===== src/rtl/core_pkg.sv =====
// Shared constants and types for the 64-tap FIR engine.
package core_pkg;
  localparam int NTAPS = 64;
  localparam int DW    = 16;
  localparam int AW    = 6;
  localparam int OW    = 32;

  typedef logic signed [DW-1:0] sample_t;
  typedef logic signed [OW-1:0] acc_t;

  typedef enum logic [1:0] {
    IDLE,
    RUN,
    DONE
  } state_t;
endpackage


===== src/rtl/fir_mac.sv =====
// Registered signed multiply-accumulate: clear has priority over enable,
// the sum wraps modulo 2^OW.
module fir_mac
  import core_pkg::*;
(
  input  logic    clk1,
  input  logic    rstn,
  input  logic    clear,
  input  logic    en,
  input  sample_t a,
  input  sample_t b,
  output acc_t    acc
);

  acc_t prod_p0;
  acc_t acc_p1;

  // Two's-complement add that deliberately discards the carry out.
  function automatic acc_t wrap_add(input acc_t x, input acc_t y);
    return x + y;
  endfunction

  // Stage p0: full-precision product; 16x16 signed always fits in 32 bits.
  assign prod_p0 = acc_t'(a) * acc_t'(b);

  // Stage p1: accumulator register.
  always_ff @(posedge clk1) begin
    if (!rstn) begin
      acc_p1 <= '0;
    end else if (clear) begin
      acc_p1 <= '0;
    end else if (en) begin
      acc_p1 <= wrap_add(acc_p1, prod_p0);
    end
  end

  assign acc = acc_p1;

endmodule


===== src/rtl/core.sv =====
// 64-tap signed FIR engine: coefficient memory, circular sample history,
// and a control FSM sequencing one MAC per tap.
module core
  import core_pkg::*;
(
  input  logic          clk1,
  input  logic          rstn,
  input  logic          start,
  input  logic signed [DW-1:0] din,
  input  logic          valid_in,
  input  logic signed [DW-1:0] cin,
  input  logic [AW-1:0] caddr,
  input  logic          cload,
  output logic signed [OW-1:0] dout,
  output logic          valid_out
);

  sample_t       cmem [NTAPS];
  sample_t       imem [NTAPS];
  state_t        state;
  logic [AW-1:0] wr_ptr;
  logic [AW-1:0] newest_ptr;
  logic [AW-1:0] tap_cnt;
  logic [AW-1:0] tap_idx;
  logic          accept;
  logic          mac_en;
  acc_t          acc;

  // A sample is taken only when idle, enabled, and not colliding with a coefficient write.
  assign accept  = (state == IDLE) && start && valid_in && !cload;
  assign mac_en  = (state == RUN);
  // Tap k pairs with the sample k steps older than the newest; 6-bit subtraction wraps the ring.
  assign tap_idx = newest_ptr - tap_cnt;

  fir_mac u_mac (
    .clk1  (clk1),
    .rstn  (rstn),
    .clear (accept),
    .en    (mac_en),
    .a     (cmem[tap_cnt]),
    .b     (imem[tap_idx]),
    .acc   (acc)
  );

  // Coefficient memory: writable in any state, cleared on reset.
  always_ff @(posedge clk1) begin
    if (!rstn) begin
      for (int i = 0; i < NTAPS; i++) cmem[i] <= '0;
    end else if (cload) begin
      cmem[caddr] <= cin;
    end
  end

  // Sample history ring: written only on an accepted sample, cleared on reset.
  always_ff @(posedge clk1) begin
    if (!rstn) begin
      for (int i = 0; i < NTAPS; i++) imem[i] <= '0;
    end else if (accept) begin
      imem[wr_ptr] <= din;
    end
  end

  // Control FSM with registered result and one-cycle valid pulse.
  always_ff @(posedge clk1) begin
    if (!rstn) begin
      state      <= IDLE;
      wr_ptr     <= '0;
      newest_ptr <= '0;
      tap_cnt    <= '0;
      dout       <= '0;
      valid_out  <= 1'b0;
    end else begin
      valid_out <= 1'b0;
      case (state)
        IDLE: begin
          if (accept) begin
            newest_ptr <= wr_ptr;
            wr_ptr     <= wr_ptr + AW'(1);
            tap_cnt    <= '0;
            state      <= RUN;
          end
        end
        RUN: begin
          tap_cnt <= tap_cnt + AW'(1);
          if (tap_cnt == AW'(NTAPS - 1)) state <= DONE;
        end
        DONE: begin
          dout      <= acc;
          valid_out <= 1'b1;
          state     <= IDLE;
        end
        default: state <= IDLE;
      endcase
    end
  end

endmodule


===== config.mk =====
export PLATFORM = sky130hd
export DESIGN_NAME = core
export DESIGN_NICKNAME = d
export VERILOG_FILES = /design/src/rtl/core_pkg.sv /design/src/rtl/fir_mac.sv /design/src/rtl/core.sv
export SDC_FILE = /design/constraint.sdc
export NUM_CORES = 2
export LEC_CHECK = 0
export CORE_ASPECT_RATIO = 1.75
export CORE_MARGIN = 4
export CORE_UTILIZATION = 45
export CTS_CLUSTER_DIAMETER = 120
export CTS_CLUSTER_SIZE = 8
export DETAILED_ROUTE_END_ITERATION = 7
export SYNTH_ARGS = -nofsm -noshare
export SYNTH_HDL_FRONTEND = slang
export SYNTH_SLANG_ARGS = --single-unit

===== constraint.sdc =====
create_clock -name clk1 -period 14.5 [get_ports clk1]
set_input_delay 2.9 -clock clk1 [delete_from_list [all_inputs] [get_ports clk1]]
set_output_delay 2.9 -clock clk1 [all_outputs]
set_load 0.01 [all_outputs]

== Word level (Yosys, flattened, before mapping) ==
Memory sizes are Yosys's and may differ from the RTL's. A register that Yosys moved wholly into a read port is not among the register bits.
Index checks and enable logic that the tools add are counted.
Storage, ports and cells
  register bits: 85
  output and inout bits: 33
  input bits: 43
  memory bits (writable): 2048
  word-level logic and storage cells: 53
  memories: 2
Cells by class
  add/sub/neg operators: 4
  multiplexer cells: 21
  bitwise operators: 1
  $mul: 1
  reductions and logical operators: 12
  equality and inequality tests: 5
Memories
  cmem: depth 64, width 16, rd ports 1, clocked after memory_dff 1, write ports 64, line core.sv:18  | sample_t cmem [NTAPS];
  imem: depth 64, width 16, rd ports 1, clocked after memory_dff 0, write ports 64, line core.sv:19  | sample_t imem [NTAPS];
Operators by type and width (count)
  $add A32 B32 Y32: 1
  $mul A16 B16 Y32: 1
  $mux W16: 2
  $reduce_or A16 Y1: 2
  $mux W6: 5
  $add A6 B1 Y6 const B: 2
  $pmux W6 S2: 1
  $mux W1: 10
  $eq A6 B6 Y1 const B: 1
  $reduce_and A2 Y1: 3
  $sub A6 B6 Y6: 1
  $mux W2: 2
  $pmux W2 S2: 1
  $logic_and A1 B1 Y1: 3
  $eq A2 B1 Y1 const B: 1
  $eq A2 B2 Y1 const B: 1
  $logic_not A2 Y1: 1
  $ne A2 B1 Y1 const B: 1
  $ne A2 B2 Y1 const B: 1
  $reduce_bool A2 Y1: 1
  $reduce_or A2 Y1: 1
  $logic_not A1 Y1: 1
  $not A1 Y1: 1

== Logic depth before layout (Yosys ltp) ==
  depth in word-level cells: 9
  depth in mapped cells: 38
  gate-level depth less buffers: 34

== Cells and area by module ==
Synthesis repeated with hierarchy kept, for this count alone.
Unflattened totals
  cells, all modules: 7497
  area, all modules: 108515.3 sq um
By module, submodules not included
  core: sequential area each 62680.1 sq um, cells each 6208, area each 96580.1 sq um, times used 1
  fir_mac: sequential area each 640.6 sq um, cells each 1289, area each 11935.2 sq um, times used 1

== Worst setup path after synthesis ==
OpenSTA, ideal clock, no wires.
  path kind: register to register
  start: register newest_ptr[0]
  end: register u_mac.acc_p1[31] (netlist: u_mac.acc[31])
  clock period less this slack: 9.228 ns
  path buffers: 5
  setup time: 0.127 ns
  data required time: 14.373 ns
  data arrival time: 9.101 ns
  stages on the path, launching flop included: 32
  path slack: 5.272 ns
  cells stage by stage: dfxtp_1 > inv_1 > ha_1 > fa_1 > buf_2 > clkbuf_1 > clkbuf_1 > buf_1 > mux4_2 > mux4_2 > mux2i_1 > nor2_1 > a21oi_2 > buf_2 > nor2_1 > fa_1 > inv_1 > fa_1 > inv_1 > fa_1 > fa_1 > fa_1 > inv_1 > fa_1 > inv_1 > ha_1 > and3_1 > nand4_1 > o311ai_0 > a21boi_0 > a2111oi_2 > nand2_1
On the way
  cells in the longest elaborated chain, start to end: 4
RTL lines
  start: declaration: line core.sv:22  | logic [AW-1:0] newest_ptr;
  start signal: assignment: line core.sv:77  | newest_ptr <= wr_ptr;
  $sub A6 B6 Y6: line core.sv:33  | assign tap_idx = newest_ptr - tap_cnt;
  $mem_v2 Z64 W16
  $mul A16 B16 Y32: line fir_mac.sv:24  | assign prod_p0 = acc_t'(a) * acc_t'(b);
  $add A32 B32 Y32: line fir_mac.sv:20  | return x + y;
  end signal: assignment: line fir_mac.sv:33  | acc_p1 <= wrap_add(acc_p1, prod_p0);
  end: declaration: line fir_mac.sv:16  | acc_t acc_p1;
Every way passes these cells.
A chain may end at the register's enable or synchronous reset.

== Final worst setup path ==
  start: register tap_cnt[0]
  end: register u_mac.acc_p1[31] (netlist: u_mac.acc[31])
On the way
  cells in the longest elaborated chain, start to end: 4
RTL lines
  start: declaration: line core.sv:23  | logic [AW-1:0] tap_cnt;
  start signal: assignment: line core.sv:84  | tap_cnt <= tap_cnt + AW'(1);
  $sub A6 B6 Y6: line core.sv:33
  $mem_v2 Z64 W16
  $mul A16 B16 Y32: line fir_mac.sv:24
  $add A32 B32 Y32: line fir_mac.sv:20
Every way passes these cells.

==> results.cfg <==
[yosys]
yosysMostFrequentCell = and2_1
synth_edf_count = 2048
synth_cell_types = 66
synth.cells.most_frequent = and2_1, edfxtp_1, mux4_2, clkbuf_1, inv_1
synth_fp_nets = 7803
synth_seq_cells = 2139
synth.area.top_cells = edfxtp_1, mux4_2, and2_1, fa_1, dfxtp_1
syn_area_um2 = 108000
synth_top_area_cell = edfxtp_1
yosys_most_used_dff = edfxtp_1
syn_avg_cell_area_um2 = 14.7
yosysWarnings = 0
synth-seq-area-share_pct = 58.6
synthArstFlopShare_pct = 0
synth_top_cell_area_share_pct = 56.9
synthCells = 7362

[clocking]
cts_hold_repair.buffers = 0
htreeDepth = 5
cts.repair.resized = 0
cts_buffers = 310
root_buffer = clkbuf_16
path_clk_slew_ps = 70
cts_tree = done
post_cts_buffers = 0
clock_path_buffers = 4
clkSinkCount = 2139
clock_latency_ps = 830

[critical_path]
r2r-start = tap_cnt[0]
reg2regPathDepth = 25
timing.rr.end = u_mac.acc[31]
arrival_ps = 11930
endpoint_kind = flip-flop
critPathMaxFanout = 65
required_ps = 15210
critical_path_class = flip-flop to flip-flop
start_kind = flip-flop
r2r_slack_ps = 3290

[route]
post_drt_wl_per_cell_um = 29.4
drt_iter0_markers = 4862
routed_wl_um = 311000
drc = 0
dr.pass1.iters = 5
routed_via_density = 5.69
vias = 60100
drtAntennaViolNets = 0

[floorplanning]
io_pins = 76
die_area_um2 = 248000
die_y_um = 656
core_um2 = 238000
initial_core_util_pct = 45.3
chipWidth_um = 378
rows = 237

[power]
irDropWorstVdd_v = 0.000699
p_leak_nw = 43.4
power_density_nw_per_um2 = 211

[hold_path]
min-delay-start = dout[16]
hp-class = flip-flop to flip-flop
hold_end = dout[16]
hold_depth = 2

[grt]
grt_pass1_vias = 65400
grt_max_degree = 111
grt_use_total_pct = 25.2
grt_pass1_wl_um = 454000
antenna_found_initial = 9
grt-ovfl-total = 0

[sta]
fin_crit_ps = 11210
worstMarginPinSlew_ps = 1350
grt_setup_unrepaired = no
setup_tns_ps = 0
fin_worst_skew_ps = 50.1
finalMaxSlewViolations = 0
setup_viol = 0
fin_crit_sh_pct = 77.3
timing.slew.headroom_pct = 9.56
fmax_ghz = 0.0892
hold_violations = 0

[placement]
gp_congestion = 0.868
io_buffers = 75
place_hpwl_um = 208000

[final_layout]
drive_above_1_share_pct = 18.4
final_core_util_pct = 50.5
syn2layout_area_growth_pct = 11.6
nets = 7811

[run_status]
status = completed

[job]
maxCapViolCount = 0
==> cells in the final DEF (no fill, tap or decap), types with 23 or more instances in the layout <==
cell,instances
and3_1,26
clkbuf_16,317
nor2b_1,41
nand3_1,29
clkdlybuf4s50_1,42
nor2_1,268
inv_1,333
dfxtp_1,87
a21oi_1,50
buf_2,30
mux4_2,638
mux2_2,23
o21ai_0,29
ha_1,103
mux2i_1,36
xnor2_1,32
buf_4,237
edfxtp_1,2048
clkbuf_1,53
o21ai_1,127
nand2b_1,73
nand2_1,198
and2_1,2060
a21boi_0,43
fa_1,293
nor2_2,28
==> critical path: stages, from the launching register on <==
cell       delay (ps)
dfxtp_1           370
ha_4              190
fa_4             1080
buf_12            430
mux4_2            390
mux4_2            500
mux2i_1           740
nor2_1            120
a21oi_2           800
nand2b_1          270
fa_1              480
fa_1              650
inv_1             200
fa_1              500
fa_1              470
fa_1              520
inv_1              50
fa_1              480
inv_1              40
ha_1              360
and3_1            270
nand4_1           250
o311ai_0         1030
a21boi_0          300
a2111oi_2         440
nand2_1            80
==> per-layer routing <==
layer	wire length (um)	vias to the layer above	GRT usage (%)
met5	0	-	0
met4	25100	0	16.9
met3	13100	776	3.10
met2	173000	1865	47.6
met1	99600	31400	25.7
li1	-	26100	-
==> worst max path at each step <==
| stage | to | cells past startpoint | startpoint |
|---|---|---|---|
| after detailed placement | u_mac.acc[31] | 28 | tap_cnt[0] |
| after global placement | u_mac.acc[31] | 29 | newest_ptr[0] |
| after CTS | u_mac.acc[31] | 28 | tap_cnt[0] |
| final | u_mac.acc[31] | 25 | tap_cnt[0] |
| after floorplan | u_mac.acc[31] | 31 | newest_ptr[0] |
| after global routing | u_mac.acc[31] | 28 | tap_cnt[2] |
==> cells by family (layout without fill, tap and decap cells) <==
group | after synthesis | in the layout | share of synthesized area (%)
muxes | 699 | 699 | 13.9
buffers and inverters | 960 | 1042 | 3.56
other | 0 | 17 | 0
xor gates and xnor gates | 40 | 40 | 0.324
AOI/OAI and AO/OA | 342 | 342 | 1.94
and+or+nand+nor | 2784 | 2784 | 15.0
DFF | 2139 | 2139 | 58.6
adders and majority gates | 398 | 398 | 6.66
==> state kept, by name, summed over array words and instances, names as in the netlist, named ones only <==
name,cells
cmem,1024
dout,32
imem,1024
newest_ptr,6
state,2
tap_cnt,6
u_mac.acc,32
valid_out,1
wr_ptr,6
==> stage by stage <==
| step | setup slack [ps] | cells | area [um^2] | hold WS, ps | power [mW] |
|---|---|---|---|---|---|
| 4_1_cts | 3330 | 10600 | 120000 | 466 | 25.5 |
| 2_1_floorplan | 5270 | 7362 | 108000 | 445 | 15.4 |
| 3_5_place_dp | 3290 | 10200 | 112000 | 460 | 18.9 |
| 6_report | 3290 | 10600 | 121000 | 462 | 25.4 |
| 3_3_place_gp | 3510 | 10200 | 112000 | 454 | 18.8 |
| 5_1_grt | 2770 | 10600 | 120000 | 482 | 26.9 |
==> cell type report <==
cell class	instances	area, um^2
sequential	2139	63300
tap	3107	3890
inverter	335	1260
multi-input combinational	4263	41000
antenna	17	42.5
timing repair buffer	321	2580
clock buffer	370	8130
fill	20000	118000
clock inverter	16	274
==> power by group <==
group / switching, mW / internal [mW] / total [mW]
combinational: 7.10 / 4.61 / 11.7
clock: 2.59 / 3.93 / 6.52
sequential: 0.100 / 7.06 / 7.16
(Power assumes the default switching activity.)
